$ cat config.mk
export PLATFORM = sky130hd
export DESIGN_NAME = mux_arb_reg
export DESIGN_NICKNAME = d
export VERILOG_FILES = /design/src/rtl/mux_pkg.sv /design/src/rtl/rr_arbiter.sv /design/src/rtl/mux_arb_reg.sv
export SDC_FILE = /design/constraint.sdc
export NUM_CORES = 1
export LEC_CHECK = 0
export CORE_MARGIN = 2
export CORE_UTILIZATION = 43
export DETAILED_ROUTE_END_ITERATION = 12
export PLACE_DENSITY = 0.86
export RECOVER_POWER = 100
export SLEW_MARGIN = 40
export SYNTH_ARGS = -nofsm -noshare
export SYNTH_HDL_FRONTEND = slang
export SYNTH_SLANG_ARGS = --single-unit
export TNS_END_PERCENT = 20
$ cat constraint.sdc
create_clock -name clk_in -period 4.05 [get_ports clk_in]
set_clock_uncertainty 0.2 [all_clocks]
set_input_delay 1.0125 -clock clk_in [delete_from_list [all_inputs] [get_ports clk_in]]
set_output_delay 1.0125 -clock clk_in [all_outputs]
set_load 0.01 [all_outputs]
$ cat src/rtl/mux_pkg.sv
// Shared constants for the registered N:1 mux/arbiter.
package mux_pkg;

    localparam logic MODE_FIXED = 1'b0;
    localparam logic MODE_RR    = 1'b1;

    localparam int DEF_WIDTH = 8;
    localparam int DEF_NCH   = 4;

endpackage

$ cat src/rtl/rr_arbiter.sv
// Combinational round-robin search: first requester after ptr, wrapping modulo NCH.
module rr_arbiter #(
    parameter  int NCH   = 4,
    localparam int SEL_W = $clog2(NCH)
) (
    input  logic [NCH-1:0]   req,
    input  logic [SEL_W-1:0] ptr,
    output logic             grant_valid,
    output logic [SEL_W-1:0] grant
);

    always_comb begin
        grant_valid = 1'b0;
        grant       = '0;
        // ptr itself is searched last, so the most recent winner has lowest priority
        for (int k = 1; k <= NCH; k++) begin
            if (!grant_valid && req[(int'(ptr) + k) % NCH]) begin
                grant_valid = 1'b1;
                grant       = SEL_W'((int'(ptr) + k) % NCH);
            end
        end
    end

endmodule

$ cat src/rtl/mux_arb_reg.sv
// Registered N:1 mux with fixed-select or round-robin channel choice and
// valid/ready handshakes on every input and on the single output slot.
module mux_arb_reg
    import mux_pkg::*;
#(
    parameter  int WIDTH = DEF_WIDTH,
    parameter  int NCH   = DEF_NCH,
    localparam int SEL_W = $clog2(NCH)
) (
    input  logic                 clk_in,
    input  logic                 rst_n_in,
    input  logic                 mode_in,
    input  logic [SEL_W-1:0]     sel_in,
    input  logic [NCH-1:0]       valid_in,
    input  logic [NCH*WIDTH-1:0] data_in,
    output logic [NCH-1:0]       ready_out,
    output logic [WIDTH-1:0]     y_out,
    output logic                 y_valid_out,
    input  logic                 y_ready_in,
    output logic [SEL_W-1:0]     grant_out
);

    logic [WIDTH-1:0] r_y;
    logic             r_y_valid;
    logic [SEL_W-1:0] r_grant;
    logic [SEL_W-1:0] r_ptr;

    logic             w_free;
    logic             w_rr_valid;
    logic [SEL_W-1:0] w_rr_grant;
    logic             w_fix_valid;
    logic             w_gnt_valid;
    logic [SEL_W-1:0] w_cand;
    logic             w_xfer;
    logic [WIDTH-1:0] w_data_sel;

    rr_arbiter #(.NCH(NCH)) u_rr_arbiter (
        .req         (valid_in),
        .ptr         (r_ptr),
        .grant_valid (w_rr_valid),
        .grant       (w_rr_grant)
    );

    // An out-of-range select (non power-of-two NCH) never grants
    always_comb begin
        w_fix_valid = 1'b0;
        if (int'(sel_in) < NCH) begin
            w_fix_valid = valid_in[sel_in];
        end
    end

    assign w_free      = !r_y_valid || y_ready_in;
    assign w_gnt_valid = (mode_in == MODE_RR) ? w_rr_valid : w_fix_valid;
    assign w_cand      = (mode_in == MODE_RR) ? w_rr_grant : sel_in;
    assign w_xfer      = w_free && w_gnt_valid;
    assign w_data_sel  = data_in[int'(w_cand)*WIDTH +: WIDTH];

    assign ready_out   = w_xfer ? (NCH'(1) << w_cand) : '0;

    always_ff @(posedge clk_in or negedge rst_n_in) begin
        if (!rst_n_in) begin
            r_y       <= '0;
            r_y_valid <= 1'b0;
            r_grant   <= '0;
            r_ptr     <= SEL_W'(NCH - 1);
        end else if (w_xfer) begin
            r_y       <= w_data_sel;
            r_y_valid <= 1'b1;
            r_grant   <= w_cand;
            if (mode_in == MODE_RR) begin
                r_ptr <= w_cand;
            end
        end else if (w_free) begin
            r_y_valid <= 1'b0;
        end
    end

    assign y_out       = r_y;
    assign y_valid_out = r_y_valid;
    assign grant_out   = r_grant;

endmodule

==> results of run 1 <==
[stage by stage]
stage / setup TNS, ns / instance area (sq um)
after floorplan: 0 / 1106
after global placement: -1.269 / 1743
after detailed placement: -1.564 / 1743
after CTS: -0.02996 / 1879
after global routing: 0 / 1903
final: 0 / 1903
[area by class of cell]
class                   instances  area [sq um]  share of cell area, %
repair buffers                 86         759.5                  39.91
flip-flops and latches         13         327.8                  17.23
clock buffers                   4         26.28                  1.381
well taps                      30         37.54                  1.972
inverters                       2         7.507                 0.3945
multi-input cells             100         744.5                  39.12
[cell families after synthesis]
| logic type | count (synthesis) |
|---|---|
| multiplexers | 3 |
| AND/OR/NAND/NOR | 60 |
| AO/OA/AOI/OAI | 37 |
| buffers and inverters | 13 |
| flip-flops | 13 |
[placed cells by master (no fill, tap or decap), types with 2 or more instances in the layout]
cell type,synthesis,routed
and2_1,16,16
a32oi_1,16,16
o221ai_1,8,7
a31oi_1,2,2
dlygate4sd3_1,0,12
nand2_1,15,14
nor2b_1,3,3
nor2_1,5,4
clkbuf_4,0,4
clkbuf_1,2,4
or3_1,2,2
o21a_1,2,2
dlygate4sd2_1,0,4
clkdlybuf4s50_1,0,34
nand2b_1,2,2
buf_4,0,26
dfrtp_1,11,11
dlymetal6s2s_1,0,2
nor3_1,5,4
clkbuf_2,0,3
o211ai_1,2,2
a21oi_1,2,2
dfstp_2,2,2
and3b_1,2,2
inv_1,2,2
[critical path, stage by stage]
cell	delay [ns]
dlygate4sd2_1	0.30
clkbuf_1	0.17
or4_4	0.55
mux2i_4	0.16
or2_4	0.15
buf_4	0.12
nor3_1	0.05
dlygate4sd2_1	0.28
[power breakdown]
group	switching (mW)	leakage [nW]	internal (mW)
Clock	0.0456	0.0150	0.0383
Sequential	0.0498	0.154	0.186
Combinational	0.203	0.645	0.219
[routing by layer]
layer,part of all wire [%],wire length [microns],vias to the layer above,global-route usage (%)
met5,0,0,-,0
met4,2.8,116,0,11.67
met3,7.4,314,14,4.098
met2,51,2162,87,55.16
met1,38,1623,684,34.35
li1,-,-,648,-
[flip-flops by register name (all words and copies together), names as in the netlist]
register	count
y_out	8
grant_out	2
r_ptr	2
y_valid_out	1
[final timing paths]
kind	end	slack, ns	depth (start not counted)
min in group asynchronous	grant_out[0]$_DFFE_PN0P_	0.97	1
max in group asynchronous	y_out[7]$_DFFE_PN0P_	2.29	1
worst min-delay path	grant_out[0]$_DFFE_PN0P_	0.29	2
worst max-delay path	ready_out[0]	0.03	8
worst min register to register	grant_out[0]$_DFFE_PN0P_	0.29	2
worst max register to register	y_out[3]$_DFFE_PN0P_	1.54	6
[repair_timing]
action,4_1_cts,5_1_grt
endpoints found under the setup margin,4,12
gates resized for setup,13,19
hold buffers,0,0
setup buffers,14,0
pin swaps,2,1
==> flow_summary.toml, run 1 <==
[logic_synthesis]
synthArstFlopShare_pct = 100.0
synth_enable_flop_cells = 0
syn_avg_cell_area_sq_um = 8.778
seq_area_frac_synth_pct = 29.64
synth_top_area_share_pct = 24.89
ys_seq_elements = 13
synth_compound_area_share_pct = 27.38
synthMuxAreaShare_pct = 4.299
synth_xor_area_share_pct = 0
syn_inst = 126
synthAdderAreaFrac_pct = 0
synth.top_cells.by_area = "dfrtp_1 (25%), a32oi_1 (13%), and2_1 (9.0%)"
ys.flop_type = "dfrtp_1"
ys_top_cells_by_count = "a32oi_1 (16), and2_1 (16), nand2_1 (15)"
yosysWarningCount = 0
synthDistinctLibCells = 39
yosys.area_share.simple_pct = 30.66
syn_area_sq_um = 1106
synth_top_family_by_area = "simple AND/OR/NAND/NOR gates"
yosysTopAreaCell = "dfrtp_1"
synth_fp_nets = 168

[finish]
drive_above_1_share_pct = 23.41
n_antenna_cell = 0
syn_to_final_growth_pct = 72.06
nFillCells = 168
layout.nets = 248
utilization_pct = 77.52
stdcell_count = 235

[hold_path]
hold_start = "grant_out[0]$_DFFE_PN0P_"
min_path_type = "flip-flop to flip-flop"

[power_and_ir_drop]
p_leak_nw = 0.8133
peakVddDrop_mv = 0.3098
power_density_nw_per_um2 = 389.8
power_mw = 0.7417

[route]
ant_nets = 0
drc = 0
drt_wl_total_microns = 4217
initialDrtViolationCount = 56
dr.pass1.iters = 4
vias = 1433
routedWlPerCell_microns = 17.94
via_per_inst = 6.098

[placement]
portBuffers = 56
dp_cells = 217
gp_congestion = 0.7574
place_ws_ns = -0.4151
place_hpwl_microns = 2833

[clock_tree]
clock-sinks = 13
clk_latency_ns = 0.28
h-tree-depth = 1
tritoncts = "done"
cts_root_buf = "clkbuf_4"
cts_buffer_depth = 2
clkTransAtPathRegs_ns = 0.08
cts-buffers-inserted = 3

[critical_path]
required_ns = 2.84
r2r_start = "r_ptr[0]$_DFFE_PN1P_"
path_class = "input pin to output pin"
crit_path_start = "valid_in[2]"
critPathArrivalTime_ns = 2.81
start_kind = "input pin"
endpoint_kind = "output pin"
path_max_fanout = 5

[timing]
finalHoldViolations = 0
period_share_pct = 99.22
layout_setup_ws_ns = 0.03167
worst_slew_pin_slew_ns = 0.6023
maxSlewViolCount = 0
period_minus_slack_ns = 4.018
slew_headroom_pct = 59.71
grt_setup_unrepaired = "no"
clock.fmax_mhz = 248.9
setup_viol = 0
hold_ws_ns = 0.2950

[die]
die_h_microns = 54.72
dieArea_sq_um = 2994
io_pins = 57
core.rowCount = 18
die_w_microns = 54.72
core-area_sq_um = 2455
initial_core_util_pct = 45.06

[global_routing]
grt_pass1_wl_microns = 6258
track_usage_pct = 29.96
grt_max_degree = 17
grt_pass1_vias = 1388
antenna_found_initial = 0
grt-ovfl-total = 0

[status]
status = "finished clean"

[job]
drv_cap = 0
Note: power is estimated with default switching activity, not from simulation.
==> inputs of run 2 (changes only) <==
--- a/config.mk
+++ b/config.mk
@@ -6,9 +6,9 @@
 export NUM_CORES = 1
 export LEC_CHECK = 0
 export CORE_MARGIN = 2
-export CORE_UTILIZATION = 43
+export CORE_UTILIZATION = 45
 export DETAILED_ROUTE_END_ITERATION = 12
-export PLACE_DENSITY = 0.86
+export DONT_BUFFER_PORTS = 1
 export RECOVER_POWER = 100
 export SLEW_MARGIN = 40
 export SYNTH_ARGS = -nofsm -noshare
==> flow_summary.toml, run 2 (synthesis results as in run 1) <==
[power_and_ir_drop]
peakVddDrop_mv = 0.2556
power_density_nw_per_um2 = 505.1
p_leak_nw = 0.4218

[die]
core-area_sq_um = 2276
initial_core_util_pct = 48.60
core.rowCount = 17
io_pins = 57
die_w_microns = 53.58
die_h_microns = 53.58
dieArea_sq_um = 2870

[hold_path]
min_path_type = "input pin to asynchronous set/reset pin"

[placement]
portBuffers = 0
gp_congestion = 0.8195
postPlaceCellArea_sq_um = 1090
place_hpwl_microns = 2213

[timing]
finalHoldViolations = 0
maxSlewViolCount = 0
slew_headroom_pct = 60.58
period_minus_slack_ns = 3.440
grt_setup_unrepaired = "no"
setup-tns-final_ns = 0
period_share_pct = 84.93
clock.fmax_mhz = 290.7
setup_viol = 0
worst_slew_pin_slew_ns = 0.5874

[critical_path]
rrSetupSlack_ns = 1.76
rr_endpoint = "y_out[4]$_DFFE_PN0P_"
path_max_fanout = 9
required_ns = 2.84
endpoint_kind = "output pin"
r2r_start = "r_ptr[0]$_DFFE_PN1P_"
crit_chain = "and3b_1 > o311a_1 > or2_2 > nor3_1"
max_stage_delay_ns = 0.37
rr_worst_depth = 6
critPathArrivalTime_ns = 2.23
crit_family = "simple AND/OR/NAND/NOR gates"
cpMaxStageDelayCell = "o311a_1"
start_kind = "input pin"
worstPathBufferInverterCount = 0
path_class = "input pin to output pin"

[global_routing]
grt_pass1_vias = 893
antenna_found_initial = 0
grt-ovfl-total = 0
track_usage_pct = 20.89
grt_max_degree = 18
grt_pass1_wl_microns = 4257

[clock_tree]
cts_buffer_depth = 2
cts_hold_buf = 0
ctsResizeCount = 0
cts_root_buf = "clkbuf_4"
tritoncts = "done"
cts-buffers-inserted = 3
clock-sinks = 13
post_cts_buffers = 0
clk_latency_ns = 0.27
clkTransAtPathRegs_ns = 0.08
h-tree-depth = 1

[route]
routedWlPerCell_microns = 18.93
drt_wl_total_microns = 2859
via_per_inst = 6.788
ant_nets = 0
vias = 1025
dr.pass1.iters = 4
drc = 0
initialDrtViolationCount = 18

[finish]
ff_latch_area_sq_um = 327.8
n_antenna_cell = 0
final_area_sq_um = 1112
largest_reg_flops = 8
drive_above_1_share_pct = 8.943
syn_to_final_growth_pct = 0.5659
multi_input_area_sq_um = 689.4
layout.nets = 166
nFillCells = 227
layout_common_cells = "and2_1 (16), a32oi_1 (16), nand2_1 (15)"

[status]
status = "finished clean"

[job]
drv_cap = 0
## run 2: cell types whose count changed in the layout (fill, tap and decap cells not counted), moves of 2 or more
cell,before,now
clkbuf_1,4,2
dlygate4sd2_1,4,0
dlygate4sd3_1,12,0
clkdlybuf4s50_1,34,0
dlymetal6s2s_1,2,0
clkbuf_2,3,0
buf_4,26,3
## run 2: routing by layer
layer	routed length, microns	part of all wire (%)	GRT usage [%]
met3	287	10	5.556
met2	1223	43	28.19
met4	27	0.94	7.692
met5	0	0	0
met1	1321	46	31.52
## run 2: layout make-up
class	instances	area share, %
Multi-Input combinational cell	100	61.98
Inverter	2	0.6749
Timing Repair Buffer	4	2.362
Sequential cell	13	29.47
Clock buffer	4	2.362
Tap cell	28	3.150
## run 2: power breakdown
group          switching, mW  internal, mW  leakage [nW]  total, mW
logic                  0.124         0.101         0.253      0.226
registers             0.0719         0.186         0.154      0.258
clock network         0.0401        0.0381        0.0150     0.0782
total                  0.236         0.325         0.422      0.562
## run 2: worst reg2reg max path, delay by kind of cell, from the launching register on
family	cells	cell delay (ns)
compound gates	3	0.76
buf+inv	1	0.20
flops	1	0.63
simple gates	2	0.34
## run 2: through the flow
stage	total power, mW	utilization [%]	setup WS [ns]	hold WS, ns	instances
after floorplan	0.4551	-	0.5164	0.3116	126
after global placement	0.4783	47.88	0.6312	0.3420	147
after detailed placement	0.4862	47.88	0.6028	0.3420	147
after CTS	0.5691	49.04	0.5998	0.2126	151
after global routing	0.6076	48.87	0.5200	0.2032	151
final	0.5618	48.87	0.6103	0.2245	151
## run 2: worst max-delay path by stage
| stage | cells past startpoint | startpoint | slack [ns] | end |
|---|---|---|---|---|
| after global routing | 4 | valid_in[3] | 0.52 | ready_out[1] |
| after floorplan | 8 | valid_in[1] | 0.52 | ready_out[2] |
| after global placement | 4 | valid_in[3] | 0.63 | ready_out[1] |
| after detailed placement | 4 | valid_in[3] | 0.60 | ready_out[1] |
| final | 4 | valid_in[3] | 0.61 | ready_out[1] |
| after CTS | 4 | valid_in[3] | 0.60 | ready_out[1] |
==> inputs of run 3 (changes only) <==
==> constraint.sdc (replaced) <==
create_clock -name clk_in -period 3.5 [get_ports clk_in]
set_clock_uncertainty 0.2 [all_clocks]
set_input_delay 0.875 -clock clk_in [delete_from_list [all_inputs] [get_ports clk_in]]
set_output_delay 0.875 -clock clk_in [all_outputs]
set_load 0.01 [all_outputs]
==> flow_summary.toml, run 3 (synthesis results as in run 1) <==
[timing]
period_minus_slack_ns = 3.297
period_share_pct = 94.20
grt_setup_unrepaired = "no"
maxSlewViolCount = 0
slew_headroom_pct = 58.60
setup_viol = 0
finalHoldViolations = 0
clock.fmax_mhz = 303.3
setup-tns-final_ns = 0
worst_slew_pin_slew_ns = 0.6169

[placement]
place_hpwl_microns = 2194
portBuffers = 0
gp_congestion = 0.7775

[global_routing]
antenna_found_initial = 0
grt_pass1_wl_microns = 4485
grt_pass1_vias = 930
track_usage_pct = 21.97
grt-ovfl-total = 0
grt_max_degree = 18

[route]
ant_nets = 0
drc = 0
routedWlPerCell_microns = 18.63
drt_wl_total_microns = 2851
via_per_inst = 6.837
dr.pass1.iters = 4
vias = 1046
initialDrtViolationCount = 25

[critical_path]
critPathArrivalTime_ns = 2.22
rr_endpoint = "y_out[6]$_DFFE_PN0P_"
path_max_fanout = 9
required_ns = 2.42
rrSetupSlack_ns = 1.15
endpoint_kind = "output pin"
path_class = "flip-flop to output pin"
rr_worst_depth = 5
r2r_start = "r_ptr[1]$_DFFE_PN1P_"
start_kind = "flip-flop"

[finish]
layout_common_cells = "and2_1 (16), a32oi_1 (16), nand2_1 (15)"
n_antenna_cell = 0
largest_reg_flops = 8
syn_to_final_growth_pct = 1.244
drive_above_1_share_pct = 8.000
layout.nets = 168

[power_and_ir_drop]
seq_power_share_pct = 45.2
peakVddDrop_mv = 0.3054
power_mw = 0.6510
power_frac_clock_pct = 14.3
p_sw_mw = 0.2748
combPwrFrac_pct = 40.5
p_int_mw = 0.3762
p_leak_nw = 0.4249
swShare_pct = 42.21
power_density_nw_per_um2 = 581.3

[clock_tree]
post_cts_buffers = 0
ctsResizeCount = 0
clkTransAtPathRegs_ns = 0.08
cts_root_buf = "clkbuf_4"
cts_buffer_depth = 2
cts_hold_buf = 0
clk_latency_ns = 0.28
cts-buffers-inserted = 3
h-tree-depth = 1
clock-sinks = 13
tritoncts = "done"

[die]
die_h_microns = 53.58
die_w_microns = 53.58
core-area_sq_um = 2276
core.rowCount = 17
dieArea_sq_um = 2870
initial_core_util_pct = 48.60
io_pins = 57

[job]
drv_cap = 0

[status]
status = "finished clean"

[hold_path]
min_path_type = "input pin to asynchronous set/reset pin"
-- run 3: cell count changes in the layout (fill, tap and decap cells not counted) --
cell / change
clkbuf_1: +2
dfstp_1: +1
or2_1: +1
dfstp_2: -1
or2_0: -1
-- run 3: how the worst max path moves through the flow --
stage	slack [ns]	endpoint	start
2_1_floorplan	0.24	ready_out[2]	valid_in[1]
3_3_place_gp	0.34	ready_out[3]	valid_in[3]
3_5_place_dp	0.28	ready_out[2]	valid_in[2]
4_1_cts	0.24	ready_out[2]	r_ptr[1]$_DFFE_PN1P_
5_1_grt	0.09	ready_out[2]	r_ptr[1]$_DFFE_PN1P_
6_report	0.20	ready_out[2]	r_ptr[1]$_DFFE_PN1P_
-- run 3: area by class of cell --
type	instances	area [sq um]
clock buffers	4	26.28
fillers	230	1156
inverters	2	7.507
multi-input cells	100	689.4
flip-flops and latches	13	327.8
well taps	28	35.03
repair buffers	6	33.78
-- run 3: through the flow --
step | instances | cell area, sq um | utilization, % | hold slack, ns | worst slack (ns)
finish | 153 | 1120 | 49.20 | 0.07832 | 0.2029
global route | 153 | 1120 | 49.20 | 0.05146 | 0.08724
CTS | 153 | 1131 | 49.70 | 0.06564 | 0.2377
detailed placement | 149 | 1105 | 48.54 | 0.3502 | 0.2835
global placement | 149 | 1105 | 48.54 | 0.3464 | 0.3426
floorplan | 126 | 1106 | - | 0.3116 | 0.2414
-- run 3: critical path: stages (launching register included) --
cell	delay, ns
dfstp_1	0.66
and4bb_2	0.26
a311oi_1	0.29
o311a_1	0.28
nor2_1	0.08
nor3_1	0.37
-- run 3: per-layer routing --
| layer | up-vias | GRT usage (%) | part of all wire, % |
|---|---|---|---|
| met4 | 0 | 6.410 | 1.0 |
| met5 | - | 0 | 0 |
| met3 | 4 | 6.944 | 11 |
| li1 | 488 | - | - |
| met1 | 511 | 33.16 | 46 |
| met2 | 43 | 29.63 | 42 |
-- run 3: power groups by stage --
stage          combinational (mW)  clock [mW]  sequential (mW)
2_1_floorplan               0.255           0            0.271
3_3_place_gp                0.261           0            0.297
3_5_place_dp                0.269           0            0.299
4_1_cts                     0.269      0.0976            0.298
5_1_grt                     0.295       0.105            0.306
6_report                    0.264      0.0929            0.295
